[config.mk]
export PLATFORM = sky130hd
export DESIGN_NAME = cb_arbiter_2x1
export DESIGN_NICKNAME = d
export VERILOG_FILES = /design/src/rtl/cb_arbiter_2x1.sv
export SDC_FILE = /design/constraint.sdc
export NUM_CORES = 1
export LEC_CHECK = 0
export BUFFER_PORTS_ARGS = -buffer_cell sky130_fd_sc_hd__buf_2
export CAP_MARGIN = 15
export CORE_AREA = 2 2 174 176
export DETAILED_ROUTE_END_ITERATION = 8
export DIE_AREA = 0 0 176 178
export PLACE_DENSITY = 0.39
export SKIP_LAST_GASP = 1
export SLEW_MARGIN = 40
export SYNTH_ARGS = -nofsm -noshare
export SYNTH_HDL_FRONTEND = slang
export SYNTH_SLANG_ARGS = --single-unit
[constraint.sdc]
create_clock -name clk -period 6.35 [get_ports clk]
set_input_delay 0 -clock clk [delete_from_list [all_inputs] [get_ports clk]]
set_output_delay 0 -clock clk [all_outputs]
set_load 0.005 [all_outputs]
[src/rtl/cb_arbiter_2x1.sv]
// cb_arbiter_2x1: shares one core data bus between the LSU (master 0) and the
// debug/aux master (master 1). Read and write address channels are arbitrated
// independently (round robin with grant locking); ordering FIFOs route write
// data and responses back to the issuing master.
//
// Handshake rule on every channel: a transfer happens in the cycle where valid
// and ready are both high. A valid that has been raised stays high, with stable
// payload, until that transfer. Ready may depend combinationally on valid.

package cb_pkg;

  typedef struct packed {
    logic [31:0] rd_addr;
    logic [1:0]  rd_size;
    logic        rd_addr_valid;
    logic        rd_ready;
    logic [31:0] wr_addr;
    logic [1:0]  wr_size;
    logic        wr_addr_valid;
    logic [31:0] wr_data;
    logic [3:0]  wr_strobe;
    logic        wr_data_valid;
    logic        wr_resp_ready;
  } s_cb_mosi_t;

  typedef struct packed {
    logic        rd_addr_ready;
    logic [31:0] rd_data;
    logic [1:0]  rd_resp;
    logic        rd_valid;
    logic        wr_addr_ready;
    logic        wr_data_ready;
    logic [1:0]  wr_resp_error;
    logic        wr_resp_valid;
  } s_cb_miso_t;

endpackage

// Round-robin address-channel arbiter for two masters with grant locking.
module cb_arb_rr_lock (
  input  logic clk,
  input  logic rst,
  input  logic valid0,
  input  logic valid1,
  input  logic s_ready,
  input  logic blocked,
  output logic grant,
  output logic s_valid,
  output logic ready0,
  output logic ready1,
  output logic handshake
);

  logic prio_ff;
  logic lock_ff;
  logic lock_id_ff;
  logic grant_valid;

  // Pick the master: a locked grant wins, otherwise the pointer breaks ties.
  always_comb begin
    grant = 1'b0;
    if (lock_ff) begin
      grant = lock_id_ff;
    end else if (valid0 && valid1) begin
      grant = prio_ff;
    end else if (valid1) begin
      grant = 1'b1;
    end
  end

  assign grant_valid = grant ? valid1 : valid0;
  assign s_valid     = grant_valid && !blocked;
  assign handshake   = s_valid && s_ready;
  assign ready0      = !grant && valid0 && s_ready && !blocked;
  assign ready1      =  grant && valid1 && s_ready && !blocked;

  // Advance the pointer past the winner; hold the grant while it stalls.
  always_ff @(posedge clk) begin
    if (rst) begin
      prio_ff    <= 1'b0;
      lock_ff    <= 1'b0;
      lock_id_ff <= 1'b0;
    end else begin
      if (handshake) begin
        prio_ff <= ~grant;
      end
      lock_ff    <= s_valid && !s_ready;
      lock_id_ff <= grant;
    end
  end

endmodule

// Small FIFO of 1-bit master IDs that remembers transaction order.
module cb_arb_id_fifo #(
  parameter int DEPTH = 2
) (
  input  logic clk,
  input  logic rst,
  input  logic push,
  input  logic din,
  input  logic pop,
  output logic head,
  output logic empty,
  output logic full
);

  localparam int AW = (DEPTH > 1) ? $clog2(DEPTH) : 1;
  localparam int CW = $clog2(DEPTH + 1);
  localparam logic [AW-1:0] LAST = AW'(DEPTH - 1);

  logic          mem [DEPTH];
  logic [AW-1:0] wr_ptr;
  logic [AW-1:0] rd_ptr;
  logic [CW-1:0] count;
  logic          push_ok;
  logic          pop_ok;

  assign empty   = (count == '0);
  assign full    = (count == CW'(DEPTH));
  // A full FIFO refuses a push even if it pops in the same cycle.
  assign push_ok = push && !full;
  assign pop_ok  = pop && !empty;
  assign head    = mem[rd_ptr];

  // Storage is written only on an accepted push; contents need no reset.
  always_ff @(posedge clk) begin
    if (push_ok) begin
      mem[wr_ptr] <= din;
    end
  end

  // Pointer and occupancy bookkeeping.
  always_ff @(posedge clk) begin
    if (rst) begin
      wr_ptr <= '0;
      rd_ptr <= '0;
      count  <= '0;
    end else begin
      if (push_ok) begin
        wr_ptr <= (wr_ptr == LAST) ? '0 : wr_ptr + 1'b1;
      end
      if (pop_ok) begin
        rd_ptr <= (rd_ptr == LAST) ? '0 : rd_ptr + 1'b1;
      end
      case ({push_ok, pop_ok})
        2'b10:   count <= count + 1'b1;
        2'b01:   count <= count - 1'b1;
        default: count <= count;
      endcase
    end
  end

endmodule

// Top: two masters onto one core data bus.
module cb_arbiter_2x1
  import cb_pkg::*;
#(
  parameter int MAX_OUTSTANDING = 2
) (
  input  logic       clk,
  input  logic       rst,
  input  s_cb_mosi_t m0_mosi_i,
  output s_cb_miso_t m0_miso_o,
  input  s_cb_mosi_t m1_mosi_i,
  output s_cb_miso_t m1_miso_o,
  output s_cb_mosi_t s_mosi_o,
  input  s_cb_miso_t s_miso_i
);

  logic rd_grant, rd_s_valid, rd_ready0, rd_ready1, rd_hs;
  logic rd_head, rd_empty, rd_full, rd_pop;
  logic wr_grant, wr_s_valid, wr_ready0, wr_ready1, wr_hs;
  logic wd_head, wd_empty, wd_full, wd_pop;
  logic wr_head, wr_empty, wr_full, wr_pop;

  cb_arb_rr_lock u_rd_arb (
    .clk       (clk),
    .rst       (rst),
    .valid0    (m0_mosi_i.rd_addr_valid),
    .valid1    (m1_mosi_i.rd_addr_valid),
    .s_ready   (s_miso_i.rd_addr_ready),
    .blocked   (rd_full),
    .grant     (rd_grant),
    .s_valid   (rd_s_valid),
    .ready0    (rd_ready0),
    .ready1    (rd_ready1),
    .handshake (rd_hs)
  );

  cb_arb_rr_lock u_wr_arb (
    .clk       (clk),
    .rst       (rst),
    .valid0    (m0_mosi_i.wr_addr_valid),
    .valid1    (m1_mosi_i.wr_addr_valid),
    .s_ready   (s_miso_i.wr_addr_ready),
    .blocked   (wd_full || wr_full),
    .grant     (wr_grant),
    .s_valid   (wr_s_valid),
    .ready0    (wr_ready0),
    .ready1    (wr_ready1),
    .handshake (wr_hs)
  );

  cb_arb_id_fifo #(.DEPTH(MAX_OUTSTANDING)) u_rd_fifo (
    .clk (clk), .rst (rst), .push (rd_hs), .din (rd_grant), .pop (rd_pop),
    .head (rd_head), .empty (rd_empty), .full (rd_full)
  );

  cb_arb_id_fifo #(.DEPTH(MAX_OUTSTANDING)) u_wdata_fifo (
    .clk (clk), .rst (rst), .push (wr_hs), .din (wr_grant), .pop (wd_pop),
    .head (wd_head), .empty (wd_empty), .full (wd_full)
  );

  cb_arb_id_fifo #(.DEPTH(MAX_OUTSTANDING)) u_wresp_fifo (
    .clk (clk), .rst (rst), .push (wr_hs), .din (wr_grant), .pop (wr_pop),
    .head (wr_head), .empty (wr_empty), .full (wr_full)
  );

  // Pops: responses with no owner are still consumed to keep the bus moving.
  assign rd_pop = s_miso_i.rd_valid &&
                  (rd_empty || (rd_head ? m1_mosi_i.rd_ready : m0_mosi_i.rd_ready));
  assign wd_pop = !wd_empty && s_miso_i.wr_data_ready &&
                  (wd_head ? m1_mosi_i.wr_data_valid : m0_mosi_i.wr_data_valid);
  assign wr_pop = s_miso_i.wr_resp_valid &&
                  (wr_empty || (wr_head ? m1_mosi_i.wr_resp_ready : m0_mosi_i.wr_resp_ready));

  // Steer requests to the slave and responses back to their owners.
  always_comb begin
    s_mosi_o  = '0;
    m0_miso_o = '0;
    m1_miso_o = '0;

    s_mosi_o.rd_addr         = rd_grant ? m1_mosi_i.rd_addr : m0_mosi_i.rd_addr;
    s_mosi_o.rd_size         = rd_grant ? m1_mosi_i.rd_size : m0_mosi_i.rd_size;
    s_mosi_o.rd_addr_valid   = rd_s_valid;
    m0_miso_o.rd_addr_ready  = rd_ready0;
    m1_miso_o.rd_addr_ready  = rd_ready1;

    if (rd_empty) begin
      s_mosi_o.rd_ready = 1'b1;
    end else if (rd_head) begin
      m1_miso_o.rd_data  = s_miso_i.rd_data;
      m1_miso_o.rd_resp  = s_miso_i.rd_resp;
      m1_miso_o.rd_valid = s_miso_i.rd_valid;
      s_mosi_o.rd_ready  = m1_mosi_i.rd_ready;
    end else begin
      m0_miso_o.rd_data  = s_miso_i.rd_data;
      m0_miso_o.rd_resp  = s_miso_i.rd_resp;
      m0_miso_o.rd_valid = s_miso_i.rd_valid;
      s_mosi_o.rd_ready  = m0_mosi_i.rd_ready;
    end

    s_mosi_o.wr_addr         = wr_grant ? m1_mosi_i.wr_addr : m0_mosi_i.wr_addr;
    s_mosi_o.wr_size         = wr_grant ? m1_mosi_i.wr_size : m0_mosi_i.wr_size;
    s_mosi_o.wr_addr_valid   = wr_s_valid;
    m0_miso_o.wr_addr_ready  = wr_ready0;
    m1_miso_o.wr_addr_ready  = wr_ready1;

    if (!wd_empty) begin
      if (wd_head) begin
        s_mosi_o.wr_data         = m1_mosi_i.wr_data;
        s_mosi_o.wr_strobe       = m1_mosi_i.wr_strobe;
        s_mosi_o.wr_data_valid   = m1_mosi_i.wr_data_valid;
        m1_miso_o.wr_data_ready  = s_miso_i.wr_data_ready;
      end else begin
        s_mosi_o.wr_data         = m0_mosi_i.wr_data;
        s_mosi_o.wr_strobe       = m0_mosi_i.wr_strobe;
        s_mosi_o.wr_data_valid   = m0_mosi_i.wr_data_valid;
        m0_miso_o.wr_data_ready  = s_miso_i.wr_data_ready;
      end
    end

    if (wr_empty) begin
      s_mosi_o.wr_resp_ready = 1'b1;
    end else if (wr_head) begin
      m1_miso_o.wr_resp_error = s_miso_i.wr_resp_error;
      m1_miso_o.wr_resp_valid = s_miso_i.wr_resp_valid;
      s_mosi_o.wr_resp_ready  = m1_mosi_i.wr_resp_ready;
    end else begin
      m0_miso_o.wr_resp_error = s_miso_i.wr_resp_error;
      m0_miso_o.wr_resp_valid = s_miso_i.wr_resp_valid;
      s_mosi_o.wr_resp_ready  = m0_mosi_i.wr_resp_ready;
    end
  end

endmodule

Word level (Yosys, flattened, before mapping)

Memories as Yosys holds them, arrays and structs flattened. A register that Yosys moved wholly into a read port is not among the register bits.
Cells that the tools add are included.

Flip-flop bits (word level): 18
RAM bits: 6
Input bits: 261
Output and inout port bits: 191
Word-level logic and storage cells: 143
Memories: 3

Add/subtract/negate cells: 12
Eq/ne operators: 9
Multiplexer cells: 52
Bitwise operators: 2
Reductions and logical operators: 50

Memory list:

| name             | words | bits a word | rd ports | clocked after Yosys merged registers in | write ports | RTL line | RTL |
|---|---|---|---|---|---|---|---|
| u_rd_fifo.mem    | 2     | 1           | 1        | 1                                       | 1           | 112      | `logic mem [DEPTH];` |
| u_wdata_fifo.mem | 2     | 1           | 1        | 1                                       | 1           | 112      |  |
| u_wresp_fifo.mem | 2     | 1           | 1        | 1                                       | 1           | 112      |  |

Operator list:

| kind                                                                | count |
|---|---|
| 35-bit two-way mux                                                  | 4 |
| 37-bit two-way mux                                                  | 2 |
| 32-bit two-way mux                                                  | 2 |
| 1-bit two-way mux                                                   | 35 |
| 1-bit logical AND                                                   | 30 |
| 2-bit == test (second input constant)                               | 6 |
| 3-bit two-way mux                                                   | 4 |
| 2-bit case mux with 2 select lines                                  | 3 |
| 1-bit zero test                                                     | 11 |
| 1-bit adder (second input constant)                                 | 6 |
| 2-bit by 1-bit adder with 2-bit output (second input constant)      | 3 |
| 2-bit by 1-bit == test with 1-bit output (second input constant)    | 3 |
| 2-bit zero test                                                     | 3 |
| 2-bit nonzero test                                                  | 3 |
| 2-bit by 1-bit subtractor with 2-bit output (second input constant) | 3 |
| 2-bit two-way mux                                                   | 2 |
| 1-bit logical OR                                                    | 3 |
| 1-bit inverter                                                      | 2 |

Longest topological paths before layout

Gate-level depths: netlist of run 1.

Depth after elaboration: 9
Gate-level depth with buffers: 8
Mapped depth without buffers: 7

Hierarchy

From an unflattened synthesis of run 1, not the netlist that was laid out.

Cells, all modules: 394
Area, all modules: 3373.2 um^2

Modules (own cells, without submodules):

| module         | times used | cells an instance | area each (um^2) | seq. area each (um^2) |
|---|---|---|---|---|
| cb_arbiter_2x1 | 1          | 265               | 2082.0           | 0.0 |
| cb_arb_id_fifo | 3          | 29                | 295.3            | 160.2 |
| cb_arb_rr_lock | 2          | 21                | 202.7            | 60.1 |

Worst setup path after synthesis of run 1

No wires, ideal clock.

Kind: register to register
Start: reg u_wresp_fifo.count[0]
End: reg u_wresp_fifo.count[1]
Setup time: 0.071 ns
Data arrival time: 1.920 ns
Required time: 6.279 ns
Setup slack: 4.360 ns
Stages on the path, launching flop included: 8
Path buffers: 1
Clock period less this slack: 1.990 ns
Cells stage by stage: dfxtp_1 > clkbuf_2 > inv_1 > a221o_1 > or2_2 > ha_1 > or3_1 > a21oi_1

Cells in the longest elaborated chain, start to end: 8
Elaborated cells on any way between the ends: 18
Those cells by class: add/sub: 2; eq/ne: 3; mux: 1; reduce/logical: 12

RTL lines:

| element                                                                   | RTL line | RTL |
|---|---|---|
| start: declaration                                                        | 115      | `logic [CW-1:0] count;` |
| start signal: assignment                                                  | 147      | `2'b10: count <= count + 1'b1;` |
| start signal: assignment                                                  | 148      | `2'b01: count <= count - 1'b1;` |
| start signal: assignment                                                  | 149      | `default: count <= count;` |
| 2-bit == test                                                             | 120      | `assign full = (count == CW'(DEPTH));` |
| 1-bit logical OR                                                          | 198      | `.blocked (wd_full \|\| wr_full),` |
| 1-bit zero test                                                           | 72       | `assign s_valid = grant_valid && !blocked;` |
| 1-bit logical AND                                                         | 72       |  |
| 1-bit logical AND                                                         | 73       | `assign handshake = s_valid && s_ready;` |
| 1-bit logical AND                                                         | 122      | `assign push_ok = push && !full;` |
| 2-bit by 1-bit == test with 1-bit output or 2-bit == test (tied branches) | 146      | `case ({push_ok, pop_ok})` |
| 2-bit case mux with 2 select lines or 2-bit nonzero test (tied branches)  | --       |  |

Several ways; a longest one is shown, not always the timed one.
A chain may end at the register's enable or synchronous reset.

==> results.cfg, run 1 <==
[run_status]
status = complete, no violations

[detailed_routing]
vias = 4694
antenna_left = 0
drt_wl_total_mm = 17.1
route.detailed.wl_per_inst_um = 13.3
routed_via_density = 3.65
drt_iter0_drc = 183
detail_route.first_pass.iterations = 4
drc_errors = 0

[cts]
ctsResizeCount = 0
cts_buffers = 3
clock_sinks = 27
clk_latency_ns = 0.26
root_buffer = clkbuf_16
htreeDepth = 1
path_clk_slew_ns = 0.07
cts_max_path_buffers = 2
cts_tree = built

[setup_path]
path_cells = mux2_2 -> mux2i_1 -> nor2_1 -> ha_1 -> or3_1 -> a21oi_1
crit_fanout = 38
start_kind = register
required_ns = 6.55
crit_path_end_kind = register
critPathKind = reg2reg
critPathArrivalTime_ns = 2.62
crit_slowest_cell = mux2_2
cp_slowest_stage_delay_ns = 0.74

[synthesis]
synthTopCellsByArea = mux2_2, dfxtp_1, nand2_1
yosysWarnings = 0
postSynthAreaPerCell_um2 = 6.80
synth_nets = 734
syn_area_um2 = 3200
synth_area_leader_cell = mux2_2
ys_types = 43
ys_seq_area_frac = 0.188
postSynthCellCount = 470
synth_top_cell_area_share = 0.261
ys_ff_latch = 27

[sta]
hold_viol = 0
fmax_mhz = 414
period_share = 0.381
worst_hold_slack_ns = 0.0700
slew_headroom = 0.497
finalMaxSlewViolations = 0
setup_viol = 0
rsz0062_at_grt = no
min_period_ns = 2.42
fin_skew_ns = 0.00144
finalSetupTns_ns = 0
tightest_slew_ns = 0.754

[die]
dieArea_um2 = 31300
floorplan.initialDensity = 0.109
fp.dieH_um = 178
core_um2 = 29400
core.rowCount = 63
die_w_um = 176
io_pins = 452

[layout]
layout_common_cells = buf_2, nand2_1, nor2_1, mux2_2, a21oi_1
syn2layout_area_growth_pct = 85.5
final_common_cell = buf_2
drive_gt1_frac = 0.611
nFillCells = 3355
fin_nets = 1160

[power_and_ir_drop]
p_leak_nw = 3.22
ir_worst_vdd_mv = 0.0995
powerDensity_nw_per_um2 = 215

[flow_run]
maxCapViolCount = 0

[placed_design]
gp_congestion = 0.755
place_hpwl_mm = 14.6
port_buffers = 451

[grt]
grt_max_degree = 42
grt_pass1_vias = 4263
grt_use_total = 0.0964
gr-total-overflow = 0
grt_pass1_wl_mm = 23.7
antenna_found_initial = 2

[worst_hold_path]
min_from = m1_mosi_i[38]
hp-class = in2reg
==> final timing paths <==
check	endpoint	slack (ns)	cells after the start
setup / recovery	u_wdata_fifo.count[1]$_SDFFE_PP0P_	3.93	6
hold / removal	u_wr_arb.lock_id_ff$_SDFF_PP0_	0.07	3
setup reg to reg	u_wdata_fifo.count[1]$_SDFFE_PP0P_	3.93	6
hold reg to reg	u_wresp_fifo.wr_ptr$_SDFFE_PP0N_	0.49	2
==> routing by layer <==
| layer | vias up | GRT usage | share of wire |
|---|---|---|---|
| met5 | - | 0 | 0.00064 |
| met4 | 2 | 0.0186 | 0.012 |
| li1 | 2408 | - | - |
| met2 | 214 | 0.181 | 0.52 |
| met3 | 10 | 0.0147 | 0.065 |
| met1 | 2060 | 0.117 | 0.40 |
==> cell families (layout without fill, tap and decap cells) <==
group / after synthesis / after routing / share of synthesized area
simple gates: 236 / 236 / 0.299
mux: 83 / 83 / 0.293
flops: 27 / 27 / 0.188
compound gates: 66 / 66 / 0.113
buf+inv: 48 / 473 / 0.0755
other cells: 0 / 1 / 0
xor+xnor: 7 / 7 / 0.0192
fa+ha+maj: 3 / 3 / 0.0117
==> cell type report <==
type                    instances  area [um2]  share of cell area
diodes                          1        2.50            0.000422
clock buffers                   3        75.1              0.0127
clock inverters                 1        8.76             0.00148
inverters                      10        37.5             0.00633
multi-input cells             395        2380               0.402
flip-flops and latches         27         601               0.101
well taps                     390         488              0.0823
repair buffers                459        2340               0.394
==> power breakdown <==
group / switching, mW / leakage (nW) / internal [mW] / total (mW)
Clock: 0.0634 / 0.0415 / 0.0872 / 0.151
Combinational: 0.482 / 2.95 / 0.397 / 0.879
Sequential: 0.0354 / 0.229 / 0.211 / 0.247
==> Yosys cell counts <==
cell type / n
a21boi_0: 2
a21oi_1: 43
a221o_1: 1
a22oi_1: 1
a2bb2oi_1: 1
a31oi_1: 2
and2_1: 1
and3_1: 1
buf_2: 9
buf_4: 7
buf_6: 3
clkbuf_1: 18
clkbuf_2: 1
dfxtp_1: 21
edfxtp_1: 6
ha_1: 3
inv_1: 9
inv_2: 1
mux2_1: 2
mux2_2: 74
mux2_4: 1
mux2i_1: 4
mux2i_2: 2
nand2_1: 111
nand2b_1: 4
nand3_1: 2
nor2_1: 97
nor2_2: 1
nor2b_1: 7
nor3_1: 1
nor3b_1: 1
nor4_1: 1
o2111ai_1: 1
o211ai_1: 1
o21ai_0: 11
o21ai_1: 1
o2bb2ai_1: 1
o32ai_1: 1
or2_2: 3
or3_1: 5
or3b_2: 1
xnor2_1: 4
xor2_1: 3
==> worst max-delay path: cells and delay by family (launching register included) <==
kind            cells  cell delay [ns]
simple gates        2             0.47
flops               1             0.35
fa+ha+maj           1             0.36
mux                 2             1.04
compound gates      1             0.13
==> metrics by stage <==
step | power [mW] | utilization | instance area, um2 | instances | worst slack [ns]
finish | 1.28 | 0.202 | 5930 | 1286 | 3.93
global route | 1.40 | 0.202 | 5930 | 1285 | 3.74
CTS | 1.30 | 0.202 | 5930 | 1285 | 3.87
detailed placement | 1.14 | 0.198 | 5830 | 1279 | 3.89
global placement | 1.14 | 0.197 | 5800 | 1277 | 3.89
floorplan | 0.738 | - | 3200 | 470 | 4.36
==> what timing repair did <==
item,4_1_cts,5_1_grt
endpoints found under the hold margin,2,0
setup buffers,0,0
endpoints found under the setup margin,0,0
hold buffers,2,0
Note: power is estimated with default switching activity, not from simulation.
==> inputs of run 2 (changes only) <==
--- a/config.mk
+++ b/config.mk
@@ -5,12 +5,13 @@
 export SDC_FILE = /design/constraint.sdc
 export NUM_CORES = 1
 export LEC_CHECK = 0
+export ABC_AREA = 1
 export BUFFER_PORTS_ARGS = -buffer_cell sky130_fd_sc_hd__buf_2
 export CAP_MARGIN = 15
 export CORE_AREA = 2 2 174 176
 export DETAILED_ROUTE_END_ITERATION = 8
 export DIE_AREA = 0 0 176 178
-export PLACE_DENSITY = 0.39
+export PLACE_DENSITY = 0.4
 export SKIP_LAST_GASP = 1
 export SLEW_MARGIN = 40
 export SYNTH_ARGS = -nofsm -noshare
==> constraint.sdc (replaced) <==
create_clock -name clk -period 2.35 [get_ports clk]
set_input_delay 0 -clock clk [delete_from_list [all_inputs] [get_ports clk]]
set_output_delay 0 -clock clk [all_outputs]
set_load 0.005 [all_outputs]
==> results.cfg, run 2 <==
[run_status]
status = complete, no violations

[detailed_routing]
routed_via_density = 3.74
route.detailed.wl_per_inst_um = 13.8
drt_iter0_drc = 211
drt_wl_total_mm = 20.5
drc_errors = 0
antenna_left = 0
detail_route.first_pass.iterations = 5
vias = 5560

[synthesis]
synth_edf_count = 6
yosysWarnings = 0
postSynthCellCount = 672
syn_area_um2 = 3400
synthTopCellsByCount = nand2_1, nor2_1, inv_1, nor3_1, o21ai_0
synthTopCellsByArea = nand2_1, dfxtp_1, nor2_1
postSynthAreaPerCell_um2 = 5.06
synth_most_common_cell = nand2_1
synth_top_cell_area_share = 0.264
ys_ff_latch = 27
ys_seq_area_frac = 0.177
ys_async_sr_fraction = 0
synth_nets = 936
ys_types = 30
synth_area_leader_cell = nand2_1
synthFlopType = dfxtp_1

[cts]
cts_buffers = 3
cts_max_path_buffers = 2
root_buffer = clkbuf_16
path_clk_slew_ns = 0.08
htreeDepth = 1
cts_tree = built
clock_sinks = 27
clk_latency_ns = 0.27

[worst_hold_path]
hp-class = in2reg
min_from = rst
hold_depth = 2
min_to = u_rd_arb.lock_id_ff$_SDFF_PP0_

[placed_design]
port_buffers = 451
place_hpwl_mm = 17.4
gp_congestion = 0.787

[sta]
period_share = 0.818
hold_viol = 0
setup_viol = 0
fin_skew_ns = 0.0104
rsz0062_at_grt = no
slew_headroom = 0.566
min_period_ns = 1.92
fmax_mhz = 520
tightest_slew_ns = 0.651
finalMaxSlewViolations = 0
finalSetupTns_ns = 0

[layout]
seqCellArea_um2 = 601
final_common_cell = buf_2
utilization = 0.207
fin_nets = 1361
drive_gt1_frac = 0.443
multi_input_area_um2 = 2230
syn2layout_area_growth_pct = 79.2
nFillCells = 3495
layout_common_cells = buf_2, nand2_1, nor2_1, inv_1, nor3_1

[grt]
grt_pass1_vias = 5109
grt_pass1_wl_mm = 28.6
gr-total-overflow = 0
grt_max_degree = 56
grt_use_total = 0.118
antenna_found_initial = 3

[die]
fp.dieH_um = 178
dieArea_um2 = 31300
core.rowCount = 63
die_w_um = 176
core_um2 = 29400
floorplan.initialDensity = 0.116
io_pins = 452

[setup_path]
critPathKind = reg2out
reg2reg_slack_ns = 0.58
rr_worst_depth = 10
crit_fanout = 19
r2r_end = u_wresp_fifo.count[1]$_SDFFE_PP0P_
critPathArrivalTime_ns = 1.92
worstReg2RegStart = u_wresp_fifo.mem[0]$_DFFE_PP_
required_ns = 2.35
start_kind = register
crit_path_end_kind = output port

[power_and_ir_drop]
powerDensity_nw_per_um2 = 563
ir_worst_vdd_mv = 0.289
p_leak_nw = 3.85
p_total_mw = 3.43

[flow_run]
maxCapViolCount = 0
-- run 2: changes by cell type after synthesis, sizes merged, moves of 6 or more --
| cell | before | now |
|---|---|---|
| nor3 | 1 | 77 |
| nor2b | 7 | 0 |
| mux2i | 6 | 0 |
| buf | 19 | 39 |
| inv | 10 | 87 |
| clkbuf | 19 | 3 |
| o21ai | 12 | 43 |
| mux2 | 77 | 0 |
| nand3 | 2 | 18 |
| a21oi | 43 | 10 |
| nand2 | 111 | 245 |
| nor2 | 98 | 112 |
-- run 2: what timing repair did --
action,CTS,global route
hold endpoints to repair,2,0
hold buffers,2,0
setup buffers,0,0
resized for setup,0,0
-- run 2: area by class of cell --
class                      instances  area share
tap                              390      0.0802
antenna                            2    0.000822
clock buffer                       3      0.0123
clock inverter                     1     0.00103
inverter                          88      0.0547
sequential                        27      0.0987
timing repair buffer             462       0.385
multi-input combinational        515       0.367
-- run 2: worst max-delay path, cell delays in order (launching register included) --
cell and delay, ns:
dfxtp_1 0.38, nor2_1 0.10, inv_1 0.42, buf_4 0.31, o21ai_0 0.12, nor2_1 0.16
buf_2 0.15
-- run 2: how the worst max path moves through the flow --
stage               slack, ns                                from                                  to  cells past startpoint
finish                   0.43  u_wdata_fifo.count[1]$_SDFFE_PP0P_                        s_mosi_o[35]                      6
global route             0.22  u_wdata_fifo.count[0]$_SDFFE_PP0P_                        s_mosi_o[35]                      6
CTS                      0.37  u_wdata_fifo.count[1]$_SDFFE_PP0P_                        s_mosi_o[35]                      6
detailed placement       0.59       u_wresp_fifo.mem[0]$_DFFE_PP_  u_wresp_fifo.count[1]$_SDFFE_PP0P_                     10
global placement         0.60       u_wresp_fifo.mem[0]$_DFFE_PP_  u_wresp_fifo.count[1]$_SDFFE_PP0P_                     10
floorplan                0.76          u_rd_fifo.mem[1]$_DFFE_PP_     u_rd_fifo.count[1]$_SDFFE_PP0P_                     11
-- run 2: cells by family (layout without fill, tap and decap cells) --
family	Yosys count	in the layout	share of synthesized area
buffers and inverters	130	554	0.166
other	0	2	0
adder cells (fa/ha/maj)	3	3	0.0111
AO/OA/AOI/OAI	53	53	0.0781
XOR/XNOR	1	1	0.00258
flip-flops	27	27	0.177
AND/OR/NAND/NOR	458	458	0.566
-- run 2: per-layer routing --
layer	GRT usage	part of all wire
met1	0.139	0.40
met2	0.223	0.51
met3	0.0213	0.078
met4	0.0265	0.014
met5	0	0.00073
-- run 2: where the power goes --
part / internal [mW] / switching, mW
logic: 0.930 / 1.48
clock network: 0.233 / 0.181
registers: 0.546 / 0.0566
total: 1.71 / 1.72
-- run 2: through the flow --
step                      setup WS (ns)  std cells  hold WS [ns]  cell area, um2
after floorplan                   0.757        672        0.0715            3400
after global placement            0.605       1480         0.189            5980
after detailed placement          0.592       1480         0.195            5980
after CTS                         0.369       1486        0.0489            6080
after global routing              0.224       1486        0.0657            6080
final                             0.428       1488        0.0478            6090
==> inputs of run 3 (changes only) <==
==> constraint.sdc (replaced) <==
create_clock -name clk -period 1.9 [get_ports clk]
set_input_delay 0 -clock clk [delete_from_list [all_inputs] [get_ports clk]]
set_output_delay 0 -clock clk [all_outputs]
set_load 0.005 [all_outputs]
==> results.cfg, run 3 (synthesis results as in run 2) <==
[grt]
grt_max_degree = 71
grt_pass1_vias = 5035
grt_use_total = 0.117
antenna_found_initial = 3
grt_pass1_wl_mm = 28.3
gr-total-overflow = 0

[sta]
finalMaxSlewViolations = 0
hold_viol = 0
fin_skew_ns = 0.00475
rsz0062_at_grt = no
slew_headroom = 0.536
min_period_ns = 1.75
tightest_slew_ns = 0.696
period_share = 0.923
setup_viol = 0
worst_slack_ns = 0.145
worst_hold_slack_ns = 0.0478
fmax_mhz = 570
finalSetupTns_ns = 0

[detailed_routing]
route.detailed.wl_per_inst_um = 13.7
drc_errors = 0
drt_wl_total_mm = 20.4
routed_via_density = 3.72
antenna_left = 0
detail_route.first_pass.iterations = 6
vias = 5554
drt_iter0_drc = 257

[worst_hold_path]
hp-class = in2reg
hold_depth = 2

[layout]
fin_nets = 1366
layout_common_cells = buf_2, nand2_1, nor2_1, inv_1, nor3_1
nFillCells = 3454
seqCellArea_um2 = 601
final_area_um2 = 6130
multi_input_area_um2 = 2230
final_common_cell = buf_2
syn2layout_area_growth_pct = 80.6
drive_gt1_frac = 0.445

[setup_path]
critPathArrivalTime_ns = 1.75
path_delay_family = buffers and inverters
crit_path_end_kind = output port
required_ns = 1.90
critPathKind = reg2out
rr_worst_depth = 8
cp_num_cells = 4
path_cells = nor2_4 -> buf_4 -> nor3_1 -> buf_2
cp_slowest_stage_delay_ns = 0.46
reg2reg_slack_ns = 0.19
worst-path-buf-inv = 2
start_kind = register
crit_slowest_cell = dfxtp_1
crit_fanout = 70

[placed_design]
port_buffers = 451
post_dp_cell_area_um2 = 6030
place_hpwl_mm = 17.4
pre_cts_ws_ns = 0.175
gp_congestion = 0.819

[die]
core.rowCount = 63
floorplan.initialDensity = 0.116
io_pins = 452
fp.dieH_um = 178
core_um2 = 29400
dieArea_um2 = 31300
die_w_um = 176

[run_status]
status = complete, no violations

[power_and_ir_drop]
p_leak_nw = 3.88
ir_worst_vdd_mv = 0.557
powerDensity_nw_per_um2 = 693

[flow_run]
maxCapViolCount = 0

[cts]
cts_max_path_buffers = 2
cts_tree = built
root_buffer = clkbuf_16
clock_sinks = 27
cts_buffers = 3
htreeDepth = 1
path_clk_slew_ns = 0.07
clk_latency_ns = 0.26
-- run 3: final cells by class --
class | instances | share of cell area
clock buffers | 3 | 0.0122
clock inverters | 1 | 0.000816
multi-input cells | 515 | 0.364
diodes | 1 | 0.000408
flip-flops and latches | 27 | 0.0979
inverters | 88 | 0.0547
repair buffers | 467 | 0.390
well taps | 390 | 0.0795
-- run 3: where the power goes --
part           internal (mW)  switching [mW]
logic                   1.17            1.84
clock network          0.285           0.207
registers              0.675          0.0691
total                   2.13            2.12
-- run 3: per-stage QoR --
| step | std cells | power, mW | utilization |
|---|---|---|---|
| floorplan | 672 | 2.39 | - |
| global placement | 1485 | 3.84 | 0.205 |
| detailed placement | 1485 | 3.81 | 0.205 |
| CTS | 1491 | 4.33 | 0.208 |
| global route | 1491 | 4.68 | 0.209 |
| finish | 1492 | 4.25 | 0.209 |
-- run 3: path summary, 6_finish.rpt --
path                                         to                          startpoint
min reg2reg       u_rd_arb.prio_ff$_SDFFE_PP0N_       u_rd_arb.prio_ff$_SDFFE_PP0N_
max reg2reg  u_wresp_fifo.count[1]$_SDFFE_PP0P_  u_wresp_fifo.count[1]$_SDFFE_PP0P_
max                               m1_miso_o[35]     u_rd_fifo.count[0]$_SDFFE_PP0P_
min              u_wr_arb.lock_id_ff$_SDFF_PP0_                                 rst
-- run 3: repair_timing --
| action | 4_1_cts | 5_1_grt |
|---|---|---|
| resized for setup | 0 | 3 |
| setup endpoints to repair | 0 | 18 |
| buffers inserted | 0 | 0 |
| hold buffers | 2 | 0 |
| hold endpoints to repair | 2 | 0 |
-- run 3: metal layers --
| layer | GRT usage | vias to the layer above | part of all wire |
|---|---|---|---|
| met4 | 0.0227 | 4 | 0.014 |
| met5 | 0 | - | 0.0013 |
| li1 | - | 2930 | - |
| met2 | 0.221 | 265 | 0.51 |
| met3 | 0.0234 | 16 | 0.077 |
| met1 | 0.137 | 2339 | 0.40 |
-- run 3: worst register-to-register path: cells and delay by family (launching register included) --
kind	cells	cell delay, ns
AND/OR/NAND/NOR	6	0.83
buffers and inverters	1	0.12
adder cells (fa/ha/maj)	1	0.30
flip-flops	1	0.35
